--- src/rtl/arbiter_pkg.sv ---
// Shared definitions for the arbiter request serializer: VC IDs, ID width and FSM encoding.
package arbiter_pkg;

  localparam int unsigned CH_W = 2;

  localparam logic [CH_W-1:0] VCHANEL0 = 2'b00;
  localparam logic [CH_W-1:0] VCHANEL1 = 2'b01;
  localparam logic [CH_W-1:0] VCHANEL2 = 2'b10;
  localparam logic [CH_W-1:0] VCHANEL3 = 2'b11;

  localparam int unsigned ST_W = 2;

  localparam logic [ST_W-1:0] IDLE = 2'd0;
  localparam logic [ST_W-1:0] SEND = 2'd1;
  localparam logic [ST_W-1:0] LAST = 2'd2;

endpackage

--- src/rtl/arbiter_interface.sv ---
// Captures a packed list of VC IDs on init and replays them to the arbiter one per enabled cycle.
module arbiter_interface
  import arbiter_pkg::*;
#(
  parameter int unsigned NUM_ENTRIES = 64
) (
  input  logic                        clk,
  input  logic                        rst,
  input  logic                        enb,
  input  logic                        init,
  input  logic [CH_W*NUM_ENTRIES-1:0] tester_input,
  output logic [CH_W-1:0]             arbiter_input,
  output logic                        arbiter_valid,
  output logic                        done
);

  localparam int unsigned VEC_W = CH_W * NUM_ENTRIES;
  localparam int unsigned CNT_W = $clog2(NUM_ENTRIES);
  localparam logic [CNT_W-1:0] LAST_IDX = CNT_W'(NUM_ENTRIES - 1);

  logic [ST_W-1:0]  state_q, state_d;
  logic [CNT_W-1:0] index_q, index_d;
  logic [VEC_W-1:0] cap_q, cap_d;
  logic [CH_W-1:0]  arb_d;
  logic             valid_d;
  logic             done_d;

  // State and registered outputs; everything holds while enb is low.
  always_ff @(posedge clk or posedge rst) begin
    if (rst) begin
      state_q       <= IDLE;
      index_q       <= '0;
      cap_q         <= '0;
      arbiter_input <= '0;
      arbiter_valid <= 1'b0;
      done          <= 1'b0;
    end else if (enb) begin
      state_q       <= state_d;
      index_q       <= index_d;
      cap_q         <= cap_d;
      arbiter_input <= arb_d;
      arbiter_valid <= valid_d;
      done          <= done_d;
    end
  end

  // Next state; the capture register shifts down so the current entry is always its low slice.
  always_comb begin
    state_d = state_q;
    index_d = index_q;
    cap_d   = cap_q;
    arb_d   = '0;
    valid_d = 1'b0;
    done_d  = 1'b0;
    case (state_q)
      IDLE: begin
        if (init) begin
          cap_d   = tester_input;
          index_d = '0;
          state_d = SEND;
        end
      end
      SEND: begin
        arb_d   = cap_q[CH_W-1:0];
        valid_d = 1'b1;
        cap_d   = cap_q >> CH_W;
        if (index_q == LAST_IDX) begin
          index_d = '0;
          state_d = LAST;
        end else begin
          index_d = index_q + CNT_W'(1);
        end
      end
      LAST: begin
        done_d  = 1'b1;
        state_d = IDLE;
      end
      default: state_d = IDLE;
    endcase
  end

endmodule

--- config.mk ---
export PLATFORM = sky130hd
export DESIGN_NAME = arbiter_interface
export DESIGN_NICKNAME = d
export VERILOG_FILES = /design/src/rtl/arbiter_pkg.sv /design/src/rtl/arbiter_interface.sv
export SDC_FILE = /design/constraint.sdc
export NUM_CORES = 1
export LEC_CHECK = 0
export ABC_AREA = 1
export BUFFER_PORTS_ARGS = -buffer_cell sky130_fd_sc_hd__buf_2
export CORE_MARGIN = 2
export CORE_UTILIZATION = 55
export CTS_CLUSTER_DIAMETER = 30
export DETAILED_ROUTE_END_ITERATION = 12
export PLACE_DENSITY_LB_ADDON = 0.08
export SLEW_MARGIN = 30
export SYNTH_ARGS = -nofsm -noshare
export SYNTH_HDL_FRONTEND = slang
export SYNTH_SLANG_ARGS = --single-unit
--- constraint.sdc ---
create_clock -name clk -period 4.4 [get_ports clk]
set_clock_uncertainty 0.2 [all_clocks]
set_input_delay 0 -clock clk [delete_from_list [all_inputs] [get_ports clk]]
set_output_delay 0 -clock clk [all_outputs]
set_load 0.005 [all_outputs]
# Yosys cells after proc, flatten, opt, wreduce, memory -nomap -nowiden
# Cells that the tools add are included.
[op_classes]
add_sub_neg = 1
multipliers = 0
n_div = 0
magnitude_cmp = 0
n_eq_ne = 5
n_shift = 0
mux = 11
bitwise = 0
reduce_logical = 4
[ops]
columns = ["cell", "count"]
rows = [
  ["one-hot mux 128 bit (2 select lines)", 1],
  ["two-way mux 128 bit", 1],
  ["two-way mux 6 bit", 2],
  ["one-hot mux 6 bit (2 select lines)", 1],
  ["adder 6 x 1 -> 6 bit, second input constant", 1],
  ["equality test 6 bit, second input constant", 1],
  ["two-way mux 2 bit", 3],
  ["AND reduction 3 bit", 2],
  ["!= test 2 bit, second input constant", 2],
  ["one-hot mux 2 bit (2 select lines)", 1],
  ["equality test 2 x 1 -> 1 bit, second input constant", 1],
  ["equality test 2 bit, second input constant", 1],
  ["zero test 2 bit", 1],
  ["two-way mux 1 bit", 2],
  ["nonzero test 2 bit", 1],
]
[totals]
regBits = 140
latchBits = 0
ramBits = 0
romBits = 0
input_bits = 132
output_inout_bits = 4
elab_cells = 27
mem_count = 0

# Longest topological paths before layout
[depth]
depth_word = 3
depth_mapped = 7
mapped_depth_nobuf = 6

# Worst setup path before layout
# OpenSTA, ideal clock, no wires.
[synth_timing]
path_kind = "reg-to-reg"
from = "register state_q[0]"
to = "register cap_q[70]"
setup_time_ns = 0.130
arrival_time_ns = 1.181
required_ns = 4.070
slack_ns = 2.888
path_stages_with_launch = 8
path_buffers = 3
synth_period_minus_slack_ns = 1.512
path_cell_list = "dfrtp_1 -> nor2_1 -> nor3_2 -> buf_4 -> buf_6 -> buf_4 -> o211ai_1 -> o21ai_0"
[synth_between]
elab_chain_len = 3
elab_cells_between_ends = 6
cone_classes = "eq/ne: 2; mux: 1; reduce/logical: 3"
[synth_rtl]
columns = ["item", "line", "text"]
rows = [
  ["start, declared", "arbiter_interface.sv:21", "logic [ST_W-1:0] state_q, state_d;"],
  ["start signal, assigned", "arbiter_interface.sv:38", "state_q <= state_d;"],
  ["equality test 2 x 1 -> 1 bit or zero test 2 bit (tied branches)", "arbiter_interface.sv:55", "case (state_q)"],
  ["nonzero test 2 bit (no source line) or != test 2 bit (tied branches)", "n/a", ""],
  ["AND reduction 3 bit (no source line)", "n/a", ""],
  ["end signal, assigned", "arbiter_interface.sv:40", "cap_q <= cap_d;"],
  ["end, declared", "arbiter_interface.sv:23", "logic [VEC_W-1:0] cap_q, cap_d;"],
]
# Parallel ways exist; a longest one is shown, timed or not.
# A chain may end at the register's enable or synchronous reset.

# Worst setup path after layout
[layout_timing]
from = "register state_q[0]"
to = "register cap_q[71]"
# Same word-level chain as after synthesis.

==> qor.txt <==
outcome = completed
Cell variety after synth = 20
FMAX = 0.467 GHz
critical path launch point type = register
data arrival time of the worst path = 2210 ps
Port Buf Inserts = 135
first-pass GRT wire length = 26200 um
largest area contributor in the netlist = dfrtp_1
# IOs = 136
Pleak = 4.31 nW
Via density = 5.24
Slew headroom = 41.7%
die height = 114 um
Clock Latency Late Sink = 410 ps
crit path max fanout = 102
synth-to-layout area growth = 38.8%
Starting DRT DRC Count = 398
pwr dens = 597 mW/mm^2
# rows = 40
unrepaired setup endpoints after global routing = false
# setup viols final = 0
switching pwr = 2.00 mW
crit share post-route = 48.7%
post-DR wirelength/cell = 13.5 um
most frequent cells in the layout = nand2_1 (151), dfrtp_1 (140), buf_2 (135)
synthesized instance count = 765
Final Net Count = 1132
sequential area share after synthesis = 53.0%
met1 Usage GRT = 32.9%
FF-to-FF setup slack = 2260 ps
async set or reset register ratio after synthesis = 100%
met2 Use GR = 42.3%
placed instance area = 0.00727 mm^2
Synth Cell Area = 0.00662 mm^2
Clock Power Share = 25.0%
Pint = 3.48 mW
YS warnings = 0
Post-synth EDFFs = 0
top_reg_cell synth = dfrtp_1
final setup TNS = 0 ps
number of setup buffers added after CTS = 0
combinational share of power = 36.7%
Mapped Nets = 898
clock sink count = 140
Reg-to-Reg End = cap_q[71]
Final Instance Area = 0.00918 mm^2
Tightest Pin Transition = 875 ps
DRT Pass-1 Iters = 5
DRC violations left = 0
antenna violations before repair = 0
ranking of synthesized cells by area = dfrtp_1 (53%), o211ai_1 (14%), nand2_1 (8.6%), inv_1 (7.5%), o21ai_0 (6.4%)
part of the power in registers = 38.3%
CTS tree = done
hold_ws = 147 ps
Final HPWL DP = 8390 um
Sw Share = 36.5%
Placer Congestion = 0.780
cell count of the worst reg-to-reg path = 7
final WL = 15600 um
Setup WS pre-CTS = 1970 ps
total core area = 0.0119 mm^2
n_diodes = 0
GRT Total Usage = 25.3%
Hold WC Path Type = primary input to asynchronous set/reset pin
Initial Util = 55.8%
via count = 6073
Die Area = 0.0129 mm^2
clock-pin slew on the worst setup and hold paths = 60 ps
share of cells above drive strength 1 = 17.5%
grt peak-use layer = met2
worst setup margin = 2260 ps
CTS root buf = clkbuf_16
Max VDD drop = 0.325 mV
average cell area after synthesis = 8.65 um^2
Crit Reg-Reg Startpoint = state_q[0]
met3 GRT Util = 5.47%
Clock Path Buffers = 2
total grt overflow = 0
fin. max-slew vios = 0
top cell type's share of synthesized area = 53.0%
#FFs+latches synth = 140
die width = 114 um
TritonCTS buffer count = 17
pin count of the biggest net entering global routing = 190
vias in the first global route = 5720
WS Path Type = register to register
crit end category = register
post-layout min period = 2140 ps
Final Util = 77.4%
Final ANT Viol Nets = 0
commonest non-fill, non-tap cell in the layout = nand2_1
H-tree levels = 4
final hold vios = 0
Required @ worst endpoint = 4460 ps
max cap viols = 0
how the worst max path moves through the flow:
| stage | from | end | slack (ps) | cells past startpoint |
|---|---|---|---|---|
| global placement | state_q[1] | cap_q[54] | 2050 | 5 |
| global route | state_q[0] | cap_q[114] | 2070 | 7 |
| detailed placement | state_q[0] | cap_q[58] | 1970 | 6 |
| floorplan | rst | arbiter_input[0] | 450 | 1 |
| finish | state_q[0] | cap_q[71] | 2260 | 7 |
| CTS | state_q[0] | cap_q[114] | 1940 | 6 |
critical path, stage by stage, from the launching register on:
cell,delay [ps]
dfrtp_1,400
inv_1,110
nor2_4,310
buf_16,230
buf_12,350
nand2_1,110
o211ai_1,120
o21ai_0,110
sequential cells by signal, indices dropped and copies added, names as in the netlist:
register / flops
arbiter_valid: 1
arbiter_input: 2
done: 1
state_q: 2
cap_q: 128
index_q: 6
synth_stat cells, types with 2 or more instances:
| cell | instances |
|---|---|
| inv_1 | 132 |
| buf_1 | 2 |
| o21ai_1 | 52 |
| dfrtp_1 | 140 |
| nand3_1 | 8 |
| clkbuf_1 | 17 |
| a21oi_1 | 2 |
| nor2_1 | 4 |
| inv_2 | 2 |
| buf_4 | 8 |
| nand2_1 | 151 |
| o211ai_1 | 127 |
| o21ai_0 | 85 |
| buf_2 | 28 |
| buf_6 | 2 |
power groups by stage:
stage          combinational, mW  clock [mW]  sequential [mW]
4_1_cts                     1.96        1.39             2.09
3_3_place_gp                1.76           0             2.08
2_1_floorplan               1.55           0             2.05
6_report                    2.01        1.37             2.10
3_5_place_dp                1.84           0             2.10
5_1_grt                     2.32        1.46             2.15
per-stage QoR:
step / power (mW) / cells
detailed placement: 3.95 / 995
finish: 5.48 / 1159
global placement: 3.84 / 995
global route: 5.93 / 1159
floorplan: 3.60 / 765
CTS: 5.45 / 1158
layer usage:
metal | vias to the layer above | wire length (um)
met5 | - | 0
met1 | 2914 | 6900
met2 | 126 | 7900
li1 | 3014 | -
met3 | 19 | 621
met4 | 0 | 231
kinds of logic after synthesis:
family                   share of synthesized area (%)
AO/OA/AOI/OAI                                     24.9
buffers and inverters                             12.0
AND/OR/NAND/NOR                                   9.89
flip-flops                                        53.0
adder cells (fa/ha/maj)                          0.189
layout make-up:
class	count	area, um^2
flip-flops and latches	140	3500
fillers	807	2680
multi-input cells	434	2320
repair buffers	272	2090
clock buffers	25	515
inverters	134	508
well taps	147	184
clock inverters	7	60.1
what timing repair did:
item                                   in CTS  in global routing
setup endpoints to repair                   0                  0
gates resized for setup                     0                  0
endpoints found under the hold margin     233                  0
hold buffers                              131                  0
(Power assumes the default switching activity.)
